File: src/rtl/switch_pkg.sv
// Types and default widths shared by the address switch and its ingress queue.
package switch_pkg;

  localparam int ADDR_W = 8;
  localparam int DATA_W = 16;

  typedef struct packed {
    logic [ADDR_W-1:0] addr;
    logic [DATA_W-1:0] data;
  } sw_word_t;

endpackage

File: src/rtl/sync_fifo_mem.sv
// DEPTH x WIDTH register array: one synchronous write port, asynchronous head read.
module sync_fifo_mem #(
  parameter int DEPTH = 4,
  parameter int WIDTH = 24
) (
  input  logic                     clk,
  input  logic                     we,
  input  logic [$clog2(DEPTH)-1:0] waddr,
  input  logic [WIDTH-1:0]         wdata,
  input  logic [$clog2(DEPTH)-1:0] raddr,
  output logic [WIDTH-1:0]         rdata
);

  logic [WIDTH-1:0] mem_q [DEPTH];

  // Storage is not reset: contents are only observed after being written.
  always_ff @(posedge clk) begin
    if (we) begin
      mem_q[waddr] <= wdata;
    end
  end

  assign rdata = mem_q[raddr];

endmodule

File: src/rtl/switch_ingress_queue.sv
// Ingress FIFO in front of the address switch: absorbs producer bursts and
// drains one entry per enabled cycle as a single-cycle strobe.
module switch_ingress_queue
  import switch_pkg::*;
#(
  parameter int ADDR_WIDTH = ADDR_W,
  parameter int DATA_WIDTH = DATA_W,
  parameter int DEPTH      = 4,
  parameter int CNT_WIDTH  = 8
) (
  input  logic                       clk,
  input  logic                       rst,
  input  logic                       in_vld,
  output logic                       in_rdy,
  input  logic [ADDR_WIDTH-1:0]      in_addr,
  input  logic [DATA_WIDTH-1:0]      in_data,
  input  logic                       drain_en,
  output logic                       out_vld,
  output logic [ADDR_WIDTH-1:0]      out_addr,
  output logic [DATA_WIDTH-1:0]      out_data,
  output logic [$clog2(DEPTH):0]     count,
  output logic [CNT_WIDTH-1:0]       refused
);

  localparam int PTR_W  = $clog2(DEPTH);
  localparam int CNT_W  = PTR_W + 1;
  localparam int WORD_W = ADDR_WIDTH + DATA_WIDTH;
  localparam logic [CNT_W-1:0]     FULL_CNT = CNT_W'(DEPTH);
  localparam logic [CNT_WIDTH-1:0] REF_MAX  = {CNT_WIDTH{1'b1}};

  logic [PTR_W-1:0]      wr_ptr_q, wr_ptr_d;
  logic [PTR_W-1:0]      rd_ptr_q, rd_ptr_d;
  logic [CNT_W-1:0]      count_q, count_d;
  logic [CNT_WIDTH-1:0]  refused_q, refused_d;
  logic                  out_vld_q, out_vld_d;
  logic [ADDR_WIDTH-1:0] out_addr_q, out_addr_d;
  logic [DATA_WIDTH-1:0] out_data_q, out_data_d;

  logic                  full_s;
  logic                  push_s;
  logic                  pop_s;
  logic [WORD_W-1:0]     head_s;

  // Ready depends only on registered occupancy, so no path from in_vld.
  assign full_s = (count_q == FULL_CNT);
  assign in_rdy = !full_s;
  assign push_s = in_vld && !full_s;
  assign pop_s  = drain_en && (count_q != {CNT_W{1'b0}});

  sync_fifo_mem #(
    .DEPTH (DEPTH),
    .WIDTH (WORD_W)
  ) u_mem (
    .clk   (clk),
    .we    (push_s),
    .waddr (wr_ptr_q),
    .wdata ({in_addr, in_data}),
    .raddr (rd_ptr_q),
    .rdata (head_s)
  );

  always_comb begin
    wr_ptr_d   = wr_ptr_q;
    rd_ptr_d   = rd_ptr_q;
    count_d    = count_q;
    refused_d  = refused_q;
    out_vld_d  = 1'b0;
    out_addr_d = out_addr_q;
    out_data_d = out_data_q;

    if (push_s) begin
      wr_ptr_d = wr_ptr_q + PTR_W'(1);
    end else begin
      wr_ptr_d = wr_ptr_q;
    end

    if (pop_s) begin
      rd_ptr_d   = rd_ptr_q + PTR_W'(1);
      out_vld_d  = 1'b1;
      out_addr_d = head_s[WORD_W-1:DATA_WIDTH];
      out_data_d = head_s[DATA_WIDTH-1:0];
    end else begin
      rd_ptr_d = rd_ptr_q;
    end

    case ({push_s, pop_s})
      2'b10:   count_d = count_q + CNT_W'(1);
      2'b01:   count_d = count_q - CNT_W'(1);
      default: count_d = count_q;
    endcase

    // Refused attempts saturate rather than wrap.
    if (in_vld && full_s && (refused_q != REF_MAX)) begin
      refused_d = refused_q + CNT_WIDTH'(1);
    end else begin
      refused_d = refused_q;
    end
  end

  always_ff @(posedge clk or posedge rst) begin
    if (rst) begin
      wr_ptr_q   <= {PTR_W{1'b0}};
      rd_ptr_q   <= {PTR_W{1'b0}};
      count_q    <= {CNT_W{1'b0}};
      refused_q  <= {CNT_WIDTH{1'b0}};
      out_vld_q  <= 1'b0;
      out_addr_q <= {ADDR_WIDTH{1'b0}};
      out_data_q <= {DATA_WIDTH{1'b0}};
    end else begin
      wr_ptr_q   <= wr_ptr_d;
      rd_ptr_q   <= rd_ptr_d;
      count_q    <= count_d;
      refused_q  <= refused_d;
      out_vld_q  <= out_vld_d;
      out_addr_q <= out_addr_d;
      out_data_q <= out_data_d;
    end
  end

  assign out_vld  = out_vld_q;
  assign out_addr = out_addr_q;
  assign out_data = out_data_q;
  assign count    = count_q;
  assign refused  = refused_q;

endmodule

File: config.mk
export PLATFORM = sky130hd
export DESIGN_NAME = switch_ingress_queue
export DESIGN_NICKNAME = d
export VERILOG_FILES = /design/src/rtl/switch_pkg.sv /design/src/rtl/sync_fifo_mem.sv /design/src/rtl/switch_ingress_queue.sv
export SDC_FILE = /design/constraint.sdc
export NUM_CORES = 1
export LEC_CHECK = 0
export CORE_ASPECT_RATIO = 2
export CORE_MARGIN = 2
export CORE_UTILIZATION = 59
export DETAILED_ROUTE_END_ITERATION = 16
export PLACE_DENSITY = 0.94
export SYNTH_ARGS = -nofsm -noshare
export SYNTH_HDL_FRONTEND = slang
export SYNTH_SLANG_ARGS = --single-unit
File: constraint.sdc
create_clock -name clk -period 3.1 [get_ports clk]
set_input_delay 0.465 -clock clk [delete_from_list [all_inputs] [get_ports clk]]
set_output_delay 0.465 -clock clk [all_outputs]
set_load 0.05 [all_outputs]
Word-level counts from Yosys, hierarchy flattened

Memories as Yosys holds them, arrays and structs flattened. A register that Yosys moved wholly into a read port is not among the register bits.
Cells that the tools add are included.

Register bits after elaboration: 16
RAM bits: 96
Output and inout bits: 37
Word-level logic and storage cells: 26
Memories kept: 1

Memory list:

| name        | words | width | rd ports | clocked after memory_dff | write ports | line                | source |
|---|---|---|---|---|---|---|---|
| u_mem.mem_q | 4     | 24    | 1        | 1                        | 1           | sync_fifo_mem.sv:14 | `logic [WIDTH-1:0] mem_q [DEPTH];` |

Add/subtract/negate cells: 5
Eq/ne operators: 4
Mux-type cells: 4
Reductions and logical operators: 7

Operators with widths:

| operator            | count |
|---|---|
| $add 8x1->8 const B | 1 |
| $ne 8x8->1 const B  | 1 |
| $pmux 3 s2          | 1 |
| $add 2x1->2 const B | 2 |
| $logic_and 1x1->1   | 4 |
| $add 3x1->3 const B | 1 |
| $eq 3x3->1 const B  | 1 |
| $mux 1              | 3 |
| $reduce_bool 3->1   | 1 |
| $sub 3x1->3 const B | 1 |
| $eq 2x1->1 const B  | 1 |
| $eq 2x2->1 const B  | 1 |
| $reduce_bool 2->1   | 1 |
| $logic_not 1->1     | 1 |

Depth between registers and ports, before layout

Gate-level depths: netlist of the first run.

Depth after elaboration: 5
Mapped depth: 10
Mapped depth without buffers: 10

Hierarchy

From an unflattened synthesis of the first run, not the netlist that was laid out.

Cells, all modules: 293
Area, all modules: 5215.0 um^2

Modules (own cells, without submodules):

| module               | times used | cells an instance | area an instance (um^2) | seq. area each (um^2) |
|---|---|---|---|---|
| sync_fifo_mem        | 1          | 130               | 3534.6                  | 2882.8 |
| switch_ingress_queue | 1          | 163               | 1680.4                  | 1001.0 |

Worst setup path after synthesis of the first run

No wires, ideal clock.

Path kind: reg-to-reg
Start point: register count_q[2], in the netlist count[2]
End point: register count_q[2], in the netlist count[2]
Library setup time: 0.149 ns
Arrival: 2.644 ns
Data required time: 2.951 ns
Path slack: 0.307 ns
Stages on the path, launching flop included: 10
Path buffers: 0
Path through: dfrtp_1 > nand3_1 > and2_1 > inv_1 > ha_1 > inv_1 > fa_1 > xor2_1 > nor2_1 > xor2_1

Word-level cells in the longest chain between the ends: 5
Elaborated cells between the ends (all ways): 11
Those cells by class: 2 x add/sub; 3 x eq/ne; 1 x mux; 5 x reduce/logical

Ends and longest elaborated chain:

| element                                                | line                        | source |
|---|---|---|
| from (decl)                                            | switch_ingress_queue.sv:33  | `logic [CNT_W-1:0] count_q, count_d;` |
| from (signal assigned)                                 | switch_ingress_queue.sv:104 | `count_q <= {CNT_W{1'b0}};` |
| from (signal assigned)                                 | switch_ingress_queue.sv:112 | `count_q <= count_d;` |
| $eq 3x3->1 *                                           | switch_ingress_queue.sv:45  | `assign full_s = (count_q == FULL_CNT);` |
| $logic_not 1->1 *                                      | --                          |  |
| via in_rdy                                             | switch_ingress_queue.sv:14  | `output logic in_rdy,` |
| $logic_and 1x1->1 *                                    | switch_ingress_queue.sv:47  | `assign push_s = in_vld && !full_s;` |
| $eq 2x1->1 / $eq 2x2->1 (equally long branches)        | switch_ingress_queue.sv:86  | `case ({push_s, pop_s})` |
| $pmux 3 s2 / $reduce_bool 2->1 (equally long branches) | --                          |  |

Mark *: on every way through the listed nets, which the timed path passes. The rest lies on a longest branch.
A chain may end at the register's enable or synchronous reset.

Worst setup path after layout of the first run

Start point: register count_q[0], in the netlist count[0]
End point: register count_q[2], in the netlist count[2]

Word-level cells in the longest chain between the ends: 5
Elaborated cells between the ends (all ways): 11
Those cells by class: 2 x add/sub; 3 x eq/ne; 1 x mux; 5 x reduce/logical

Ends and longest elaborated chain:

| element                                                | line |
|---|---|
| $eq 3x3->1                                             | switch_ingress_queue.sv:45 |
| $logic_not 1->1                                        | switch_ingress_queue.sv:47 |
| $logic_and 1x1->1                                      | switch_ingress_queue.sv:47 |
| $eq 2x1->1 / $eq 2x2->1 (equally long branches)        | switch_ingress_queue.sv:86 |
| $pmux 3 s2 / $reduce_bool 2->1 (equally long branches) | -- |

Parallel ways exist; a longest one is shown, timed or not.

==> reports/metrics.yaml, run 1 <==
status:
  status: "completed"
synthesis:
  synthesis.nets: 335
  synthesis.instances: 300
  synthXorXnorAreaFrac: 0.01496
  post_synth_instance_area_sq_um: 5269
  ys_warnings: 0
  synth_compound_gate_area_share: 0.01259
  synth_flop_cell: "sky130_fd_sc_hd__edfxtp_1"
  post_synth_and_or_nand_nor_area_fraction: 0.07647
  yosysSeqAreaShare: 0.7371
  ys_top_cells_by_area: "sky130_fd_sc_hd__edfxtp_1 (55%), sky130_fd_sc_hd__dfrtp_1 (19%), sky130_fd_sc_hd__mux4_1 (8.0%), sky130_fd_sc_hd__nand2_1 (5.3%), sky130_fd_sc_hd__mux4_2 (3.4%)"
  yosys-top-cells-count: "sky130_fd_sc_hd__edfxtp_1 (96), sky130_fd_sc_hd__nand2_1 (75), sky130_fd_sc_hd__dfrtp_1 (40)"
  synth_most_common_cell: "sky130_fd_sc_hd__edfxtp_1"
  synth-async-reset-ratio: 0.2941
  synth_edf_count: 96
  postSynthRegisterBits: 136
  synth_top_family_by_area: "multiplexers"
  yosys.cell_types.count: 29
  yosys.area.top_type: "sky130_fd_sc_hd__edfxtp_1"
  synth_adder_area_share: 0.01805
  yosys-mux-area-fraction: 0.1223
  avgSynthCellArea_sq_um: 17.56
  area_share_of_the_largest_cell_type_after_synthesis: 0.5471
global_route:
  all_layer_global_routing_usage: 0.2248
  total_grt_overflow: 0
  grt_first_pass_wirelength_mm: 15.63
  grt_start_max_net_pins: 41
  grt_antenna_before_repair: 0
  grt_pass1_vias: 3027
clock_tree:
  post_cts_buffers: 0
  cts_num_sinks: 136
  cts.repair.resized: 0
  cts_tree: "yes"
  htreeDepth: 4
  hold_buffers: 0
  clk_latency_ns: 0.42
  cts_buffer_depth: 2
  clock_tree.root_cell: "sky130_fd_sc_hd__clkbuf_16"
  cts-buffers-inserted: 17
  clk_pin_slew_ns: 0.06
floorplanning:
  die_height_um: 137.6
  die_area_sq_um: 9748
  std_cell_rows: 48
  num_io_pins: 65
  core_sq_um: 8648
  initial_core_util: 0.6092
  fp.dieW_um: 70.82
place:
  detailed_place_hpwl_mm: 5.941
  place.detailed.instances: 460
  gp_congestion: 0.8074
  port_buffers: 64
routing:
  avgRoutedWirePerCell_um: 20.37
  drt_first_pass_iters: 4
  drt.antenna.violating_nets: 0
  remaining_drc_errors: 0
  via_count: 2845
  vias_per_cell: 5.783
  dr.first_iter.drc_count: 152
  wirelength_mm: 10.02
timing:
  clock_skew_ns: 0.009263
  setup_tns_ns: 0
  worst_slew_pin_slew_ns: 1.165
  relSlewSlack: 0.2234
  timing.final.setup_violations: 0
  timing_hold_violations_final: 0
  timing.final.max_slew_violations: 0
  final_period_minus_worst_setup_slack_ns: 2.602
  post-route-period-util: 0.8393
  grt_setup_unrepaired: "no"
  clock.fmax_mhz: 384.4
finish:
  antennaDiodeCount: 0
  post_layout_nonfiller_instances: 492
  area_growth_syn_to_layout_pct: 24.46
  drive_above_1_share: 0.1301
  nets: 414
worst_setup_path:
  timing.critical_path.cells: "o31ai_4 -> inv_2 -> ha_1 -> inv_1 -> fa_1 -> xor2_1 -> nor2_1 -> xor2_1"
  crit_slowest_cell: "sky130_fd_sc_hd__o31ai_4"
  critical_path.max_stage_delay_ns: 1.01
  crit_path_start_kind: "flop"
  crit_path_frequent_cell: "sky130_fd_sc_hd__xor2_1"
  cp.arrival_ns: 2.90
  critical_path_buf_inv_count: 2
  type_of_element_capturing_the_critical_path: "flop"
  critical_path_required_ns: 3.40
  path_class: "reg -> reg"
  cpLargestDelayFamily: "compound AO/OA/AOI/OAI gates"
  crit_path_max_fanout: 26
power_and_ir_drop:
  pwr_density_cell_nw_per_um2: 1065
  p_leak_uw: 0.002569
  vdd.ir_drop.worst_uv: 661.2
  totalPowerFinal_uw: 6984
job:
  max-cap-violations: 0
worst_hold_path:
  hold_crit_path_type: "reg -> reg"
[cell usage in the layout (no fill, tap or decap), types with 2 or more instances in the layout]
| master | synthesis | routed |
|---|---|---|
| sky130_fd_sc_hd__xor2_1 | 3 | 3 |
| sky130_fd_sc_hd__dfrtp_1 | 40 | 40 |
| sky130_fd_sc_hd__mux2_2 | 3 | 3 |
| sky130_fd_sc_hd__a31oi_1 | 2 | 2 |
| sky130_fd_sc_hd__clkinv_2 | 0 | 6 |
| sky130_fd_sc_hd__mux4_1 | 16 | 16 |
| sky130_fd_sc_hd__clkbuf_16 | 0 | 18 |
| sky130_fd_sc_hd__clkdlybuf4s50_1 | 0 | 64 |
| sky130_fd_sc_hd__nor2_1 | 3 | 3 |
| sky130_fd_sc_hd__nand3_1 | 3 | 3 |
| sky130_fd_sc_hd__ha_1 | 6 | 6 |
| sky130_fd_sc_hd__xnor2_1 | 6 | 6 |
| sky130_fd_sc_hd__nand2_1 | 75 | 75 |
| sky130_fd_sc_hd__inv_2 | 1 | 2 |
| sky130_fd_sc_hd__mux4_2 | 8 | 8 |
| sky130_fd_sc_hd__edfxtp_1 | 96 | 96 |
| sky130_fd_sc_hd__clkbuf_1 | 1 | 3 |
| sky130_fd_sc_hd__and4_1 | 2 | 2 |
| sky130_fd_sc_hd__inv_1 | 7 | 6 |
| sky130_fd_sc_hd__a21oi_1 | 5 | 5 |
| sky130_fd_sc_hd__inv_4 | 0 | 2 |
| sky130_fd_sc_hd__clkbuf_8 | 0 | 3 |
| sky130_fd_sc_hd__buf_4 | 0 | 6 |
| sky130_fd_sc_hd__nand4_1 | 2 | 2 |
| sky130_fd_sc_hd__and3_1 | 4 | 4 |
[final cells by class]
class,count,area [sq um]
Timing Repair Buffer,70,685.7
Clock inverter,8,42.54
Fill cell,505,2091
Tap cell,100,125.1
Clock buffer,24,503.0
Inverter,8,30.03
Sequential cell,136,3884
Multi-Input combinational cell,146,1287
[cells by family (layout without fill, tap and decap cells)]
kind of cell / count (synthesis) / in the layout
compound gates: 9 / 9
xor+xnor: 9 / 9
fa+ha+maj: 7 / 7
buf+inv: 18 / 110
flops: 136 / 136
mux: 28 / 28
simple gates: 93 / 93
[path summary, 6_finish.rpt]
path | startpoint | endpoint | slack (ns) | cells after the start
setup / recovery | count[0] | count[2] | 0.50 | 8
hold / removal | out_addr[4] | out_addr[4] | 0.48 | 2
setup reg to reg | count[0] | count[2] | 0.50 | 8
hold reg to reg | out_addr[4] | out_addr[4] | 0.48 | 2
max in group asynchronous | rst | out_addr[6] | 1.99 | 2
min in group asynchronous | rst | out_data[8] | 0.56 | 2
[per-layer routing]
metal / vias to the layer above / part of all wire / track usage
met2: 83 / 0.57 / 0.3879
li1: 1282 / - / -
met3: 21 / 0.045 / 0.07023
met4: 0 / 0.028 / 0.1184
met5: - / 0 / 0
met1: 1459 / 0.36 / 0.2455
[worst register-to-register path, cell delays in order, from the launching register on]
cell	delay (ns)
sky130_fd_sc_hd__dfrtp_1	0.46
sky130_fd_sc_hd__o31ai_4	1.01
sky130_fd_sc_hd__inv_2	0.09
sky130_fd_sc_hd__ha_1	0.28
sky130_fd_sc_hd__inv_1	0.08
sky130_fd_sc_hd__fa_1	0.20
sky130_fd_sc_hd__xor2_1	0.17
sky130_fd_sc_hd__nor2_1	0.07
sky130_fd_sc_hd__xor2_1	0.14
[flip-flops by register name (all words and copies together) (netlist names)]
signal	count
count	3
out_addr	8
out_data	16
out_vld	1
rd_ptr_q	2
refused	8
u_mem.mem_q	96
wr_ptr_q	2
[where the power goes]
group,leakage [uW],switching (uW),internal [uW],total (uW)
logic,0.000917,1440,917,2360
registers,0.00137,340,2470,2810
clock network,0.000279,692,1120,1820
total,0.00257,2470,4510,6980
[stage by stage]
step	utilization	cell area [sq um]	setup slack, ns	hold WS, ns
6_report	0.7582	6558	0.4982	0.4776
3_3_place_gp	0.6952	6012	0.6418	0.4585
5_1_grt	0.7582	6558	0.3650	0.4994
3_5_place_dp	0.6952	6012	0.5284	0.4690
2_1_floorplan	-	5269	0.3066	0.5339
4_1_cts	0.7582	6558	0.4690	0.4828
Note: power is estimated with default switching activity, not from simulation.
==> run 2: changes to the inputs <==
--- a/config.mk
+++ b/config.mk
@@ -7,9 +7,9 @@
 export LEC_CHECK = 0
 export CORE_ASPECT_RATIO = 2
 export CORE_MARGIN = 2
-export CORE_UTILIZATION = 59
+export CORE_UTILIZATION = 55
 export DETAILED_ROUTE_END_ITERATION = 16
-export PLACE_DENSITY = 0.94
+export PLACE_DENSITY = 0.89
 export SYNTH_ARGS = -nofsm -noshare
 export SYNTH_HDL_FRONTEND = slang
 export SYNTH_SLANG_ARGS = --single-unit
==> constraint.sdc (replaced) <==
create_clock -name clk -period 2.48 [get_ports clk]
set_input_delay 0.372 -clock clk [delete_from_list [all_inputs] [get_ports clk]]
set_output_delay 0.372 -clock clk [all_outputs]
set_load 0.05 [all_outputs]
==> run 2 against run 1 <==
Net effect:
- routed wire length down 0.67%
- final area grew 2.3%
- first-iteration DRC count increased by 3.9%
- core utilization decreased by 3.9 points
- sequential power is 22% higher
- combinational power is 31% higher
- setup slack lost 0.31 ns
- register-to-register slack got worse by 0.12 ns
- die area grew 7.0%
- non-clock buffer count up 4
- final cell count grew 1.6%
- hold slack worse by 0.14 ns
- critical path type is now reg -> out
- largest cell class unchanged
==> reports/metrics.yaml, run 2 (synthesis results as in run 1) <==
worst_setup_path:
  type_of_element_capturing_the_critical_path: "output port"  # was flop
  crit_path_max_fanout: 6  # was 26
  critical_path_required_ns: 2.11  # was 3.40 ns
  crit_path_start_kind: "flop"  # unchanged
  reg2reg_slack_ns: 0.38  # was 0.50 ns
  critical_path.reg2reg.startpoint: "count[0]"  # unchanged
  path_class: "reg -> out"  # was reg -> reg
  timing.critical_path.from: "count[0]"  # unchanged
  cp.arrival_ns: 1.92  # was 2.90 ns
finish:
  largest_register_ffs: 96  # unchanged
  area_growth_syn_to_layout_pct: 27.33  # was 24.46%
  drive_above_1_share: 0.1490  # was 0.1301
  regMostFlops: "u_mem.mem_q"  # unchanged
  regArea_sq_um: 3885  # was 3884 sq um
  filler_cell_count: 562  # was 505
  antennaDiodeCount: 0  # unchanged
  layout.cells.most_common_list: "sky130_fd_sc_hd__edfxtp_1 (96), sky130_fd_sc_hd__nand2_1 (75), sky130_fd_sc_hd__clkdlybuf4s50_1 (64)"  # unchanged
  fin_util: 0.7197  # was 0.7582
  nets: 418  # was 414
  multi_input_area_sq_um: 1300  # was 1287 sq um
  most_common_cell_after_layout_fill_and_taps_aside: "sky130_fd_sc_hd__edfxtp_1"  # unchanged
place:
  port_buffers: 64  # unchanged
  gp_congestion: 0.8152  # was 0.8074
  detailed_place_hpwl_mm: 6.264  # was 5.941 mm
global_route:
  grt_first_pass_wirelength_mm: 15.77  # was 15.63 mm
  grt_antenna_before_repair: 0  # unchanged
  grt_pass1_vias: 3131  # was 3027
  total_grt_overflow: 0  # unchanged
  all_layer_global_routing_usage: 0.2116  # was 0.2248
  grt_start_max_net_pins: 27  # was 41
clock_tree:
  cts_buffer_depth: 2  # unchanged
  post_cts_buffers: 0  # unchanged
  hold_buffers: 0  # unchanged
  cts.repair.resized: 0  # unchanged
  htreeDepth: 4  # unchanged
  cts-buffers-inserted: 17  # unchanged
  clock_tree.root_cell: "sky130_fd_sc_hd__clkbuf_16"  # unchanged
  cts_num_sinks: 136  # unchanged
  clk_latency_ns: 0.40  # was 0.42 ns
  clk_pin_slew_ns: 0.06  # about the same
  cts_tree: "yes"  # unchanged
floorplanning:
  initial_core_util: 0.5652  # was 0.6092
  core_sq_um: 9321  # was 8648 sq um
  die_height_um: 142.4  # was 137.6 um
  fp.dieW_um: 73.21  # was 70.82 um
  die_area_sq_um: 10430  # was 9748 sq um
  num_io_pins: 65  # unchanged
  std_cell_rows: 50  # was 48
timing:
  setup_tns_ns: 0  # unchanged
  clock_skew_ns: 0.006468  # was 0.009263 ns
  timing.final.max_slew_violations: 0  # unchanged
  post-route-period-util: 0.9256
  worst_slew_pin_slew_ns: 0.8381  # was 1.165 ns
  relSlewSlack: 0.4378  # was 0.2234
  final_period_minus_worst_setup_slack_ns: 2.296
  timing_hold_violations_final: 0  # unchanged
  clock.fmax_mhz: 435.6
  timing.final.setup_violations: 0  # unchanged
  grt_setup_unrepaired: "no"  # unchanged
routing:
  vias_per_cell: 5.722  # was 5.783
  wirelength_mm: 9.954  # was 10.02 mm
  via_count: 2861  # was 2845
  remaining_drc_errors: 0  # unchanged
  dr.first_iter.drc_count: 158  # was 152
  drt_first_pass_iters: 4  # unchanged
  drt.antenna.violating_nets: 0  # unchanged
  avgRoutedWirePerCell_um: 19.91  # was 20.37 um
power_and_ir_drop:
  pwr_density_cell_nw_per_um2: 1351  # was 1065 nW/um^2
  p_leak_uw: 0.002629  # was 0.002569 uW
  vdd.ir_drop.worst_uv: 693.6  # was 661.2 uV
status:
  status: "completed"  # unchanged
job:
  max-cap-violations: 0  # unchanged
worst_hold_path:
  hold_crit_path_type: "in -> async"  # was reg -> reg
-- run 2: cell count changes in the layout (fill, tap and decap cells not counted), moves of 3 or more --
| cell | before | now |
|---|---|---|
| sky130_fd_sc_hd__buf_4 | 6 | 9 |
| sky130_fd_sc_hd__clkbuf_1 | 3 | 0 |
| sky130_fd_sc_hd__clkbuf_16 | 18 | 22 |
| sky130_fd_sc_hd__clkinv_2 | 6 | 3 |
-- run 2: power by group --
part | leakage [uW] | internal [uW] | total, uW | switching (uW)
sequential | 0.00137 | 3090 | 3430 | 343
combinational | 0.000939 | 1180 | 3080 | 1900
clock | 0.000318 | 1660 | 2550 | 892
-- run 2: stage by stage --
step / hold WS, ns / power (uW) / std cells / instance area, sq um / setup slack (ns)
finish: 0.3356 / 9061 / 500 / 6709 / 0.1844
global route: 0.4065 / 9462 / 500 / 6709 / 0.1051
CTS: 0.3509 / 9173 / 500 / 6709 / 0.1595
detailed placement: 0.4623 / 6558 / 468 / 6073 / 0.2331
global placement: 0.4576 / 6405 / 468 / 6073 / 0.3079
floorplan: 0.4709 / 5534 / 300 / 5283 / 0.09631
-- run 2: final cells by class --
class,instances,share of cell area
sequential,136,0.5791
multi-input combinational,146,0.1938
timing repair buffer,74,0.1085
clock buffer,25,0.08821
tap,104,0.01940
clock inverter,7,0.006527
inverter,8,0.004476
-- run 2: path summary, 6_finish.rpt --
check	end	cells after the start
setup reg to reg	count[2]	10
min in group clk	out_addr[2]	2
hold reg to reg	out_addr[2]	2
max in group asynchronous	count[2]	3
hold / removal	out_data[0]	2
setup / recovery	in_rdy	3
-- run 2: routing by layer --
layer  wire [um]  global-route usage  vias to the layer above  share of wire
li1            -                   -                     1294              -
met1        3539              0.2316                     1455           0.36
met2        5776              0.3675                       92           0.58
met3         398             0.05241                       20          0.040
met4         240              0.1111                        0          0.024
met5           0                   0                        -              0
-- run 2: worst max-delay path, stage by stage, from the launching register on --
cell                              delay, ns
sky130_fd_sc_hd__dfrtp_1               0.46
sky130_fd_sc_hd__inv_1                 0.14
sky130_fd_sc_hd__nand3_4               0.10
sky130_fd_sc_hd__clkdlybuf4s50_1       0.81
==> run 3: changes to the inputs <==
--- a/config.mk
+++ b/config.mk
@@ -7,9 +7,11 @@
 export LEC_CHECK = 0
 export CORE_ASPECT_RATIO = 2
 export CORE_MARGIN = 2
-export CORE_UTILIZATION = 55
+export CORE_UTILIZATION = 60
+export CTS_BUF_LIST = sky130_fd_sc_hd__clkbuf_2 sky130_fd_sc_hd__clkbuf_4 sky130_fd_sc_hd__clkbuf_8
 export DETAILED_ROUTE_END_ITERATION = 16
-export PLACE_DENSITY = 0.89
+export DONT_BUFFER_PORTS = 1
+export PLACE_DENSITY = 0.86
 export SYNTH_ARGS = -nofsm -noshare
 export SYNTH_HDL_FRONTEND = slang
 export SYNTH_SLANG_ARGS = --single-unit
==> run 3 against run 2 <==
Net effect:
- first-iteration DRC count shrank 14%
- core utilization down 3.7 points
- sequential power increased by 22%
- combinational power fell by 42%
- critical path type is now reg -> reg
- non-clock buffer count is 56 lower
- clock-buffer cell count is 2 higher
- power fell by 16%
- setup slack improved by 0.19 ns
- fmax increased by 8.9%
==> reports/metrics.yaml, run 3 (synthesis results as in run 1) <==
finish:
  most_common_cell_after_layout_fill_and_taps_aside: "sky130_fd_sc_hd__edfxtp_1"  # unchanged
  post-route-cell-area_sq_um: 5867  # was 6709 sq um
  largest_register_ffs: 96  # unchanged
  filler_cell_count: 590  # was 562
  regMostFlops: "u_mem.mem_q"  # unchanged
  layout.cells.most_common_list: "sky130_fd_sc_hd__edfxtp_1 (96), sky130_fd_sc_hd__nand2_1 (75), sky130_fd_sc_hd__dfrtp_1 (39)"  # was sky130_fd_sc_hd__edfxtp_1 (96), sky130_fd_sc_hd__nand2_1 (75), sky130_fd_sc_hd__clkdlybuf4s50_1 (64)
  antennaDiodeCount: 0  # unchanged
  drive_above_1_share: 0.1912  # was 0.1490
  nets: 362  # was 418
  area_growth_syn_to_layout_pct: 11.35  # was 27.33%
place:
  gp_congestion: 0.7878  # was 0.8152
  detailed_place_hpwl_mm: 5.674  # was 6.264 mm
  detailed_place.area_sq_um: 5480  # was 6073 sq um
  port_buffers: 0  # was 64
timing:
  final_period_minus_worst_setup_slack_ns: 2.108  # was 2.296 ns
  relSlewSlack: 0.2434  # was 0.4378
  grt_setup_unrepaired: "no"  # unchanged
  clock.fmax_mhz: 474.3  # was 435.6 MHz
  post-route-period-util: 0.8502  # was 0.9256
  setup_tns_ns: 0  # unchanged
  timing_hold_violations_final: 0  # unchanged
  clock_skew_ns: 0.01268  # was 0.006468 ns
  timing.final.setup_violations: 0  # unchanged
  worst_slew_pin_slew_ns: 1.128  # was 0.8381 ns
  timing.final.max_slew_violations: 0  # unchanged
global_route:
  grt_start_max_net_pins: 32  # was 27
  all_layer_global_routing_usage: 0.2006  # was 0.2116
  grt_first_pass_wirelength_mm: 14.05  # was 15.77 mm
  total_grt_overflow: 0  # unchanged
  grt_antenna_before_repair: 0  # unchanged
  grt_pass1_vias: 2824  # was 3131
worst_hold_path:
  hold_crit_path_type: "in -> reg"  # was in -> async
  min-delay-start: "in_addr[4]"
clock_tree:
  cts_tree: "yes"  # unchanged
  cts-buffers-inserted: 17  # unchanged
  clk_latency_ns: 0.42  # was 0.40 ns
  clk_pin_slew_ns: 0.07  # was 0.06 ns
  cts_buffer_depth: 2  # unchanged
  htreeDepth: 4  # unchanged
  clock_tree.root_cell: "sky130_fd_sc_hd__clkbuf_8"  # was sky130_fd_sc_hd__clkbuf_16
  cts_num_sinks: 136  # unchanged
  post_cts_buffers: 0  # unchanged
floorplanning:
  num_io_pins: 65  # unchanged
  initial_core_util: 0.6135  # was 0.5652
  fp.dieW_um: 70.26  # was 73.21 um
  std_cell_rows: 48  # was 50
  die_height_um: 136.5  # was 142.4 um
  core_sq_um: 8588  # was 9321 sq um
  die_area_sq_um: 9592  # was 10430 sq um
worst_setup_path:
  crit_path_start_kind: "flop"  # unchanged
  type_of_element_capturing_the_critical_path: "flop"  # was output port
  timing.critical_path.from: "count[2]"  # was count[0]
  path_class: "reg -> reg"  # was reg -> out
  cp.arrival_ns: 2.40  # was 1.92 ns
  timing.critical_path.cells: "nand3_4 -> and2_1 -> inv_1 -> ha_1 -> inv_1 -> fa_1 -> xor2_1 -> nor2_1 -> xor2_1"  # was inv_1 -> nand3_4 -> clkdlybuf4s50_1
  critical_path.reg2reg.startpoint: "count[2]"  # was count[0]
  critical_path.max_stage_delay_ns: 0.61  # was 0.81 ns
  critical_path_required_ns: 2.77  # was 2.11 ns
  crit_slowest_cell: "sky130_fd_sc_hd__dfrtp_2"  # was sky130_fd_sc_hd__clkdlybuf4s50_1
  crit_path_max_fanout: 5  # was 6
routing:
  via_count: 2563  # was 2861
  wirelength_mm: 8.814  # was 9.954 mm
  vias_per_cell: 5.825  # was 5.722
  avgRoutedWirePerCell_um: 20.03  # was 19.91 um
  drt.antenna.violating_nets: 0  # unchanged
  drt_first_pass_iters: 4  # unchanged
  dr.first_iter.drc_count: 136  # was 158
  remaining_drc_errors: 0  # unchanged
status:
  status: "completed"  # unchanged
power_and_ir_drop:
  totalPowerFinal_uw: 7638  # was 9061 uW
  p_leak_uw: 0.002308  # was 0.002629 uW
  pwr_density_cell_nw_per_um2: 1302  # was 1351 nW/um^2
  vdd.ir_drop.worst_uv: 581.0  # was 693.6 uV
job:
  max-cap-violations: 0  # unchanged
==> run 3: critical path: cells and delay by family, from the launching register on <==
family	cells	cell delay, ns
xor gates and xnor gates	2	0.32
adders and majority gates	2	0.54
and+or+nand+nor	3	0.39
buffers and inverters	2	0.13
DFF	1	0.61
==> run 3: layout make-up <==
cell class | instances | area [sq um] | share of cell area
clock inverter | 5 | 48.80 | 0.008317
clock buffer | 27 | 327.8 | 0.05588
multi-input combinational | 146 | 1300 | 0.2216
inverter | 8 | 30.03 | 0.005118
timing repair buffer | 18 | 150.1 | 0.02559
sequential | 136 | 3885 | 0.6622
tap | 100 | 125.1 | 0.02133
==> run 3: metrics by stage <==
step	setup slack, ns	hold WS, ns	utilization	std cells
after floorplan	0.09631	0.4709	-	300
after global placement	0.4803	0.4432	0.6381	407
after detailed placement	0.3833	0.4465	0.6381	407
after CTS	0.3654	0.006994	0.6831	440
after global routing	0.2470	0.0009098	0.6831	440
final	0.3716	0.03721	0.6831	440
==> run 3: final timing paths <==
path,end,slack (ns),cells past startpoint
min in group asynchronous,out_data[3],0.55,2
worst max-delay path,count[2],0.37,9
max in group asynchronous,rd_ptr_q[1],1.30,3
worst min-delay path,u_mem.mem_q[2][20],0.04,0
worst max register to register,count[2],0.37,9
worst min register to register,wr_ptr_q[1],0.60,1
==> run 3: layer usage <==
metal	global-route usage	part of all wire
met2	0.3658	0.57
met4	0.08333	0.014
met5	0	0
met3	0.07290	0.059
met1	0.2028	0.36
==> run 3: what timing repair did <==
item	CTS	global route
resized for setup	0	0
hold endpoints to repair	29	0
hold buffers	1	0
==> run 3: power by group <==
part / internal, uW / switching (uW) / total [uW]
Sequential: 3070 / 1120 / 4190
Combinational: 785 / 991 / 1780
Clock: 943 / 726 / 1670
Total: 4800 / 2840 / 7640
